<file path="src/rtl/fetch_stage_pkg.sv">
`default_nettype none
// ============================================================================
//  Module      : fetch_stage_pkg
//  Description : Shared pipeline definitions: datapath widths, fetch FSM
//                state encodings and the PC increment.
//  Revision    : 1.0 - initial release
// ============================================================================
package fetch_stage_pkg;

   localparam int ALU_WIDTH       = 4;
   localparam int OPCODE_WIDTH    = 7;
   localparam int EXCEPTION_WIDTH = 4;

   // Byte distance between consecutive RV32I instructions
   localparam int PC_INCR = 4;

   // Fetch FSM states
   typedef enum logic [1:0] {
      FS_WAIT    = 2'd0,   // request outstanding for r_pc
      FS_HOLD    = 2'd1,   // skid buffer full, no request
      FS_DISCARD = 2'd2    // stale request in flight, its data is dropped
   } fs_state_t;

endpackage
`default_nettype wire

</file>
<file path="src/rtl/fetch_skid_buffer.sv">
`default_nettype none
// ============================================================================
//  Module      : fetch_skid_buffer
//  Description : One-entry {valid, instr, pc} holding register that catches a
//                returning instruction while decode is stalled.
//  Revision    : 1.0 - initial release
// ============================================================================
module fetch_skid_buffer
   import fetch_stage_pkg::*;
#(
   parameter int PC_WIDTH = 32,
   parameter int IWIDTH   = 32
) (
   input  logic                clk,
   input  logic                rst,
   input  logic                i_load,
   input  logic                i_unload,
   input  logic                i_clear,
   input  logic [IWIDTH-1:0]   i_instr,
   input  logic [PC_WIDTH-1:0] i_pc,
   output logic                o_valid,
   output logic [IWIDTH-1:0]   o_instr,
   output logic [PC_WIDTH-1:0] o_pc
);

   // Clear wins over load so a redirect always empties the entry
   always_ff @(posedge clk) begin
      if (rst) begin
         o_valid <= 1'b0;
         o_instr <= '0;
         o_pc    <= '0;
      end else if (i_clear) begin
         o_valid <= 1'b0;
      end else if (i_load) begin
         o_valid <= 1'b1;
         o_instr <= i_instr;
         o_pc    <= i_pc;
      end else if (i_unload) begin
         o_valid <= 1'b0;
      end
   end

endmodule
`default_nettype wire

</file>
<file path="src/rtl/fetch_stage.sv">
`default_nettype none
// ============================================================================
//  Module      : fetch_stage
//  Description : RV32I instruction fetch stage. Holds the PC, issues one
//                outstanding req/ack read at a time, buffers one returning
//                instruction under decode stall and drops in-flight fetches
//                on a PC redirect.
//  Revision    : 1.0 - initial release
// ============================================================================
module fetch_stage
   import fetch_stage_pkg::*;
#(
   parameter int                   PC_WIDTH = 32,
   parameter int                   IWIDTH   = 32,
   parameter logic [PC_WIDTH-1:0]  RESET_PC = '0
) (
   input  logic                fs_clk,
   input  logic                fs_rst,
   output logic [PC_WIDTH-1:0] fs_o_imem_addr,
   output logic                fs_o_imem_req,
   input  logic                fs_i_imem_ack,
   input  logic [IWIDTH-1:0]   fs_i_imem_instr,
   output logic [IWIDTH-1:0]   fs_o_instr,
   output logic [PC_WIDTH-1:0] fs_o_pc,
   output logic                fs_o_ce,
   output logic                fs_o_flush,
   input  logic                fs_i_stall,
   input  logic                fs_i_change_pc,
   input  logic [PC_WIDTH-1:0] fs_i_new_pc
);

   fs_state_t             r_state, w_state_next;
   logic [PC_WIDTH-1:0]   r_pc, w_pc_next;
   logic [PC_WIDTH-1:0]   r_stale_pc, w_stale_pc_next;
   logic [IWIDTH-1:0]     r_out_instr, w_out_instr_next;
   logic [PC_WIDTH-1:0]   r_out_pc, w_out_pc_next;
   logic                  r_out_ce, w_out_ce_next;
   logic                  r_out_flush, w_out_flush_next;

   logic                  w_buf_load, w_buf_unload, w_buf_clear;
   logic                  w_buf_valid;
   logic [IWIDTH-1:0]     w_buf_instr;
   logic [PC_WIDTH-1:0]   w_buf_pc;
   logic [PC_WIDTH-1:0]   w_new_pc_aligned;

   // Redirect targets are word aligned
   assign w_new_pc_aligned = fs_i_new_pc & ~PC_WIDTH'(3);

   // Memory side is a pure function of registered state: no input-to-output path.
   // DISCARD keeps presenting the address of the request still in flight.
   assign fs_o_imem_req  = (r_state != FS_HOLD);
   assign fs_o_imem_addr = (r_state == FS_DISCARD) ? r_stale_pc : r_pc;

   assign fs_o_instr = r_out_instr;
   assign fs_o_pc    = r_out_pc;
   assign fs_o_ce    = r_out_ce;
   assign fs_o_flush = r_out_flush;

   fetch_skid_buffer #(
      .PC_WIDTH (PC_WIDTH),
      .IWIDTH   (IWIDTH)
   ) u_skid (
      .clk      (fs_clk),
      .rst      (fs_rst),
      .i_load   (w_buf_load),
      .i_unload (w_buf_unload),
      .i_clear  (w_buf_clear),
      .i_instr  (fs_i_imem_instr),
      .i_pc     (r_pc),
      .o_valid  (w_buf_valid),
      .o_instr  (w_buf_instr),
      .o_pc     (w_buf_pc)
   );

   // Next-state, PC and output-register decode; redirect outranks stall and ack
   always_comb begin
      w_state_next     = r_state;
      w_pc_next        = r_pc;
      w_stale_pc_next  = r_stale_pc;
      w_out_instr_next = r_out_instr;
      w_out_pc_next    = r_out_pc;
      w_out_ce_next    = r_out_ce;
      w_out_flush_next = 1'b0;
      w_buf_load       = 1'b0;
      w_buf_unload     = 1'b0;
      w_buf_clear      = 1'b0;

      if (fs_i_change_pc) begin
         w_pc_next        = w_new_pc_aligned;
         w_buf_clear      = 1'b1;
         w_out_ce_next    = 1'b0;
         w_out_flush_next = 1'b1;
         case (r_state)
            FS_WAIT: begin
               // An unacked request must still complete; remember its address
               if (!fs_i_imem_ack) begin
                  w_state_next    = FS_DISCARD;
                  w_stale_pc_next = r_pc;
               end
            end
            FS_HOLD:    w_state_next = FS_WAIT;
            FS_DISCARD: if (fs_i_imem_ack) w_state_next = FS_WAIT;
            default:    w_state_next = FS_WAIT;
         endcase
      end else begin
         case (r_state)
            FS_WAIT: begin
               if (fs_i_imem_ack) begin
                  w_pc_next = r_pc + PC_WIDTH'(PC_INCR);
                  if (!fs_i_stall) begin
                     w_out_instr_next = fs_i_imem_instr;
                     w_out_pc_next    = r_pc;
                     w_out_ce_next    = 1'b1;
                  end else begin
                     w_buf_load   = 1'b1;
                     w_state_next = FS_HOLD;
                  end
               end else if (!fs_i_stall) begin
                  w_out_ce_next = 1'b0;
               end
            end
            FS_HOLD: begin
               if (!fs_i_stall && w_buf_valid) begin
                  w_out_instr_next = w_buf_instr;
                  w_out_pc_next    = w_buf_pc;
                  w_out_ce_next    = 1'b1;
                  w_buf_unload     = 1'b1;
                  w_state_next     = FS_WAIT;
               end
            end
            FS_DISCARD: if (fs_i_imem_ack) w_state_next = FS_WAIT;
            default:    w_state_next = FS_WAIT;
         endcase
      end
   end

   // State, PC and output registers; reset abandons any request in flight
   always_ff @(posedge fs_clk) begin
      if (fs_rst) begin
         r_state     <= FS_WAIT;
         r_pc        <= RESET_PC;
         r_stale_pc  <= '0;
         r_out_instr <= '0;
         r_out_pc    <= '0;
         r_out_ce    <= 1'b0;
         r_out_flush <= 1'b0;
      end else begin
         r_state     <= w_state_next;
         r_pc        <= w_pc_next;
         r_stale_pc  <= w_stale_pc_next;
         r_out_instr <= w_out_instr_next;
         r_out_pc    <= w_out_pc_next;
         r_out_ce    <= w_out_ce_next;
         r_out_flush <= w_out_flush_next;
      end
   end

endmodule
`default_nettype wire

</file>
<file path="config.mk">
export PLATFORM = sky130hd
export DESIGN_NAME = fetch_stage
export DESIGN_NICKNAME = d
export VERILOG_FILES = /design/src/rtl/fetch_stage_pkg.sv /design/src/rtl/fetch_skid_buffer.sv /design/src/rtl/fetch_stage.sv
export SDC_FILE = /design/constraint.sdc
export NUM_CORES = 1
export LEC_CHECK = 0
export ABC_AREA = 1
export ABC_CLOCK_PERIOD_IN_PS = 3200
export BUFFER_PORTS_ARGS = -buffer_cell sky130_fd_sc_hd__buf_2
export CAP_MARGIN = 25
export CORE_MARGIN = 4
export CORE_UTILIZATION = 40
export CTS_BUF_LIST = sky130_fd_sc_hd__clkbuf_4
export DETAILED_ROUTE_END_ITERATION = 7
export GPL_TIMING_DRIVEN = 0
export HOLD_SLACK_MARGIN = 0.02
export PLACE_DENSITY = 0.58
export SLEW_MARGIN = 20
export SYNTH_ARGS = -nofsm -noshare
export SYNTH_HDL_FRONTEND = slang
export SYNTH_SLANG_ARGS = --single-unit
export TNS_END_PERCENT = 50
</file>
<file path="constraint.sdc">
create_clock -name fs_clk -period 3.2 [get_ports fs_clk]
set_clock_uncertainty 0.1 [all_clocks]
set_input_delay 0.32 -clock fs_clk [delete_from_list [all_inputs] [get_ports fs_clk]]
set_output_delay 0.32 -clock fs_clk [all_outputs]
set_load 0.05 [all_outputs]
</file>
==> results.py <==
metrics = {
    "timing": {
        "rsz0062_at_grt": "no",
        "timing.fmax_ghz": 0.350,
        "post-route-min-period_ps": 2860,
        "setup_viol": 0,
        "fin_crit_sh_pct": 89.4,
        "max_slew_margin_pct": 57.0,
        "slew_viol_final": 0,
        "finalSetupTns_ps": 0,
        "worstMarginPinSlew_ps": 645,
        "finalHoldViolCount": 0,
        "worst_slack_ps": 339,
    },
    "placement": {
        "hpwlAfterDp_um": 20000,
        "pre_cts_slack_ps": 781,
        "gp_congestion": 0.926,
        "placed_cell_area_um2": 9860,
        "portBuffers": 160,
    },
    "global_routing": {
        "grt_max_degree": 19,
        "grt_overflow": 0,
        "grt_antenna_before_repair": 1,
        "grt_usage_pct": 22.0,
        "grt_pass1_wl_um": 43100,
        "grt_pass1_vias": 8228,
    },
    "synth": {
        "synth-simple-area-share_pct": 17.8,
        "synth_area_um2": 8710,
        "synth.avg_cell_area_um2": 6.85,
        "synth_adder_area_share_pct": 0.144,
        "synth_compound_area_share_pct": 25.7,
        "yosys_warnings": 0,
        "synth_top_family_by_area": "compound AO/OA/AOI/OAI gates",
        "synth_seq_cells": 189,
        "synthDistinctLibCells": 34,
        "synthMuxAreaShare_pct": 0.259,
        "synth_xor_area_share_pct": 0.101,
        "seq_area_frac_synth_pct": 43.4,
        "synth_cells": 1272,
    },
    "worst_setup_path": {
        "cp_common_cell": "buf_2",
        "cp-start-kind": "flop",
        "path_buf_inv": 4,
        "end_kind": "primary output",
        "cp.required_ps": 2780,
        "slowest_delay_ps": 510,
        "path_cells": "inv_1 -> nand2_1 -> clkbuf_1 -> buf_2 -> a21oi_1 -> buf_2",
        "crit_family": "buffers and inverters",
        "arrival_ps": 2440,
        "cp_slowest_cell": "dfxtp_1",
        "crit_fanout": 10,
        "crit_type": "reg2out",
    },
    "clocking": {
        "cts_root_buf": "clkbuf_4",
        "post-cts-setup-buffers": 0,
        "cts.path.max_buffers": 2,
        "cts-htree-levels": 4,
        "cts_tree": "done",
        "clk_pin_slew_ps": 170,
        "cts_buffers": 17,
        "insertion_delay_ps": 600,
        "clock-sinks": 189,
    },
    "routing": {
        "num_vias": 8962,
        "ant_nets": 0,
        "routed_via_density": 4.95,
        "drt_iter0_markers": 605,
        "finalWirelength_um": 27200,
        "firstDrtPassIters": 6,
        "post_drt_wl_per_cell_um": 15.0,
        "drcViolationCount": 0,
    },
    "layout": {
        "area_growth_syn_to_layout_pct": 24.4,
        "finalInstanceArea_um2": 10800,
        "final_common_cell": "o21ai_0",
        "drive_gt1_share_pct": 15.7,
        "final_nets": 1590,
        "layout_common_cells": "o21ai_0 (220), nand2_1 (208), a21oi_1 (198)",
    },
    "floorplanning": {
        "dieHeight_um": 156,
        "die_area_um2": 24200,
        "core-area_um2": 21200,
        "start_util_pct": 41.0,
        "fp-row-count": 53,
        "io_pins": 168,
        "die_x_um": 156,
    },
    "pwr": {
        "swShare_pct": 36.6,
        "power.switching_w": 0.00195,
        "clkPwrFrac_pct": 26.5,
        "power_leakage_nw": 4.50,
        "powerDensity_nw_per_um2": 492,
        "pwr-share-seq_pct": 49.3,
        "comb_power_share_pct": 24.2,
        "ir_drop_uv": 259,
        "p_int_w": 0.00338,
    },
    "run_status": {
        "outcome": "finished, final reports clean",
    },
    "flow_run": {
        "max_cap_viol_count": 0,
    },
    "worst_hold_path": {
        "hold_path_class": "in2reg",
    },
}
stage by stage:
stage          instances  hold WS [ps]  power, W  util [%]
2_1_floorplan       1275           325   0.00355         -
3_3_place_gp        1710           329   0.00389      46.5
3_5_place_dp        1710           334   0.00390      46.5
4_1_cts             1808          46.3   0.00536      51.0
5_1_grt             1809          62.1   0.00558      51.0
6_report            1809          62.1   0.00533      51.0
synth_stat cells:
cell	n	share of area, %
clkbuf_1	52	2.2
nor4_1	1	0.072
nor2_4	2	0.26
nor2_2	3	0.22
xor2_1	1	0.10
o31ai_1	1	0.086
buf_6	7	0.91
o211ai_1	5	0.43
nand3_4	1	0.20
dfxtp_1	189	43
nand3_1	47	2.7
clkinv_1	1	0.043
nor3_1	2	0.11
a31oi_1	9	0.65
o2111ai_1	1	0.10
a21oi_1	198	11
nand2_4	1	0.13
inv_1	173	7.5
a221oi_1	1	0.10
inv_2	3	0.13
conb_1	1	0.043
nand4_1	7	0.50
o21ai_0	220	13
mux2_2	2	0.26
nor3_2	2	0.23
buf_1	3	0.13
buf_4	4	0.34
buf_2	22	1.3
a21oi_4	1	0.19
and2_1	1	0.072
a21oi_2	1	0.10
ha_1	1	0.14
nor2_1	101	4.4
nand2_1	208	9.0
sequential cells by signal (all words and copies together) (netlist names):
signal / flops
r_pc: 30
fs_o_ce: 1
r_stale_pc: 30
u_skid.o_valid: 1
fs_o_pc: 30
u_skid.o_instr: 32
r_state: 2
fs_o_flush: 1
u_skid.o_pc: 30
fs_o_instr: 32
timing repair:
| item | CTS | global route |
|---|---|---|
| hold endpoints to repair | 86 | 0 |
| hold buffers | 66 | 0 |
| resized for setup | 0 | 0 |
path summary, 6_finish.rpt:
path                               startpoint                          end  slack [ps]  cells after the start
setup / recovery      r_state[0]$_SDFFE_PP0P_           fs_o_imem_addr[30]         340                      6
setup reg to reg      r_state[0]$_SDFFE_PP0P_         r_pc[2]$_SDFFE_PP0P_         930                      6
hold / removal                         fs_rst         r_pc[5]$_SDFFE_PP0P_          60                      2
hold reg to reg   fs_o_instr[30]$_SDFFE_PP0P_  fs_o_instr[30]$_SDFFE_PP0P_         350                      2
layout make-up:
cell class | count | area (µm²)
inverter | 177 | 664
clock buffer | 17 | 128
fill | 2210 | 10400
buffer | 88 | 425
antenna | 1 | 2.50
timing repair buffer | 226 | 1460
multi-input combinational | 821 | 3850
tap | 275 | 344
clock inverter | 15 | 178
sequential | 189 | 3780
power groups by stage:
stage | Combinational, W | Sequential [W] | Clock [W]
5_1_grt | 0.00140 | 0.00265 | 0.00153
3_5_place_dp | 0.00122 | 0.00268 | 0
2_1_floorplan | 0.000664 | 0.00288 | 0
6_report | 0.00129 | 0.00263 | 0.00141
3_3_place_gp | 0.00122 | 0.00267 | 0
4_1_cts | 0.00129 | 0.00263 | 0.00144
cell families after synthesis:
| group | Yosys count |
|---|---|
| buffers and inverters | 265 |
| AO/OA/AOI/OAI | 437 |
| other | 1 |
| adder cells (fa/ha/maj) | 1 |
| flip-flops | 189 |
| XOR/XNOR | 1 |
| AND/OR/NAND/NOR | 376 |
| multiplexers | 2 |
routing by layer:
layer  wire length [µm]  global-route usage (%)  up-vias
met2              12300                    34.7      268
met1              13100                    32.1     4054
met4                298                    5.17        0
met3               1510                    3.13       22
met5                  0                       0        -
li1                   -                       -     4618
Note: power is estimated with default switching activity, not from simulation.
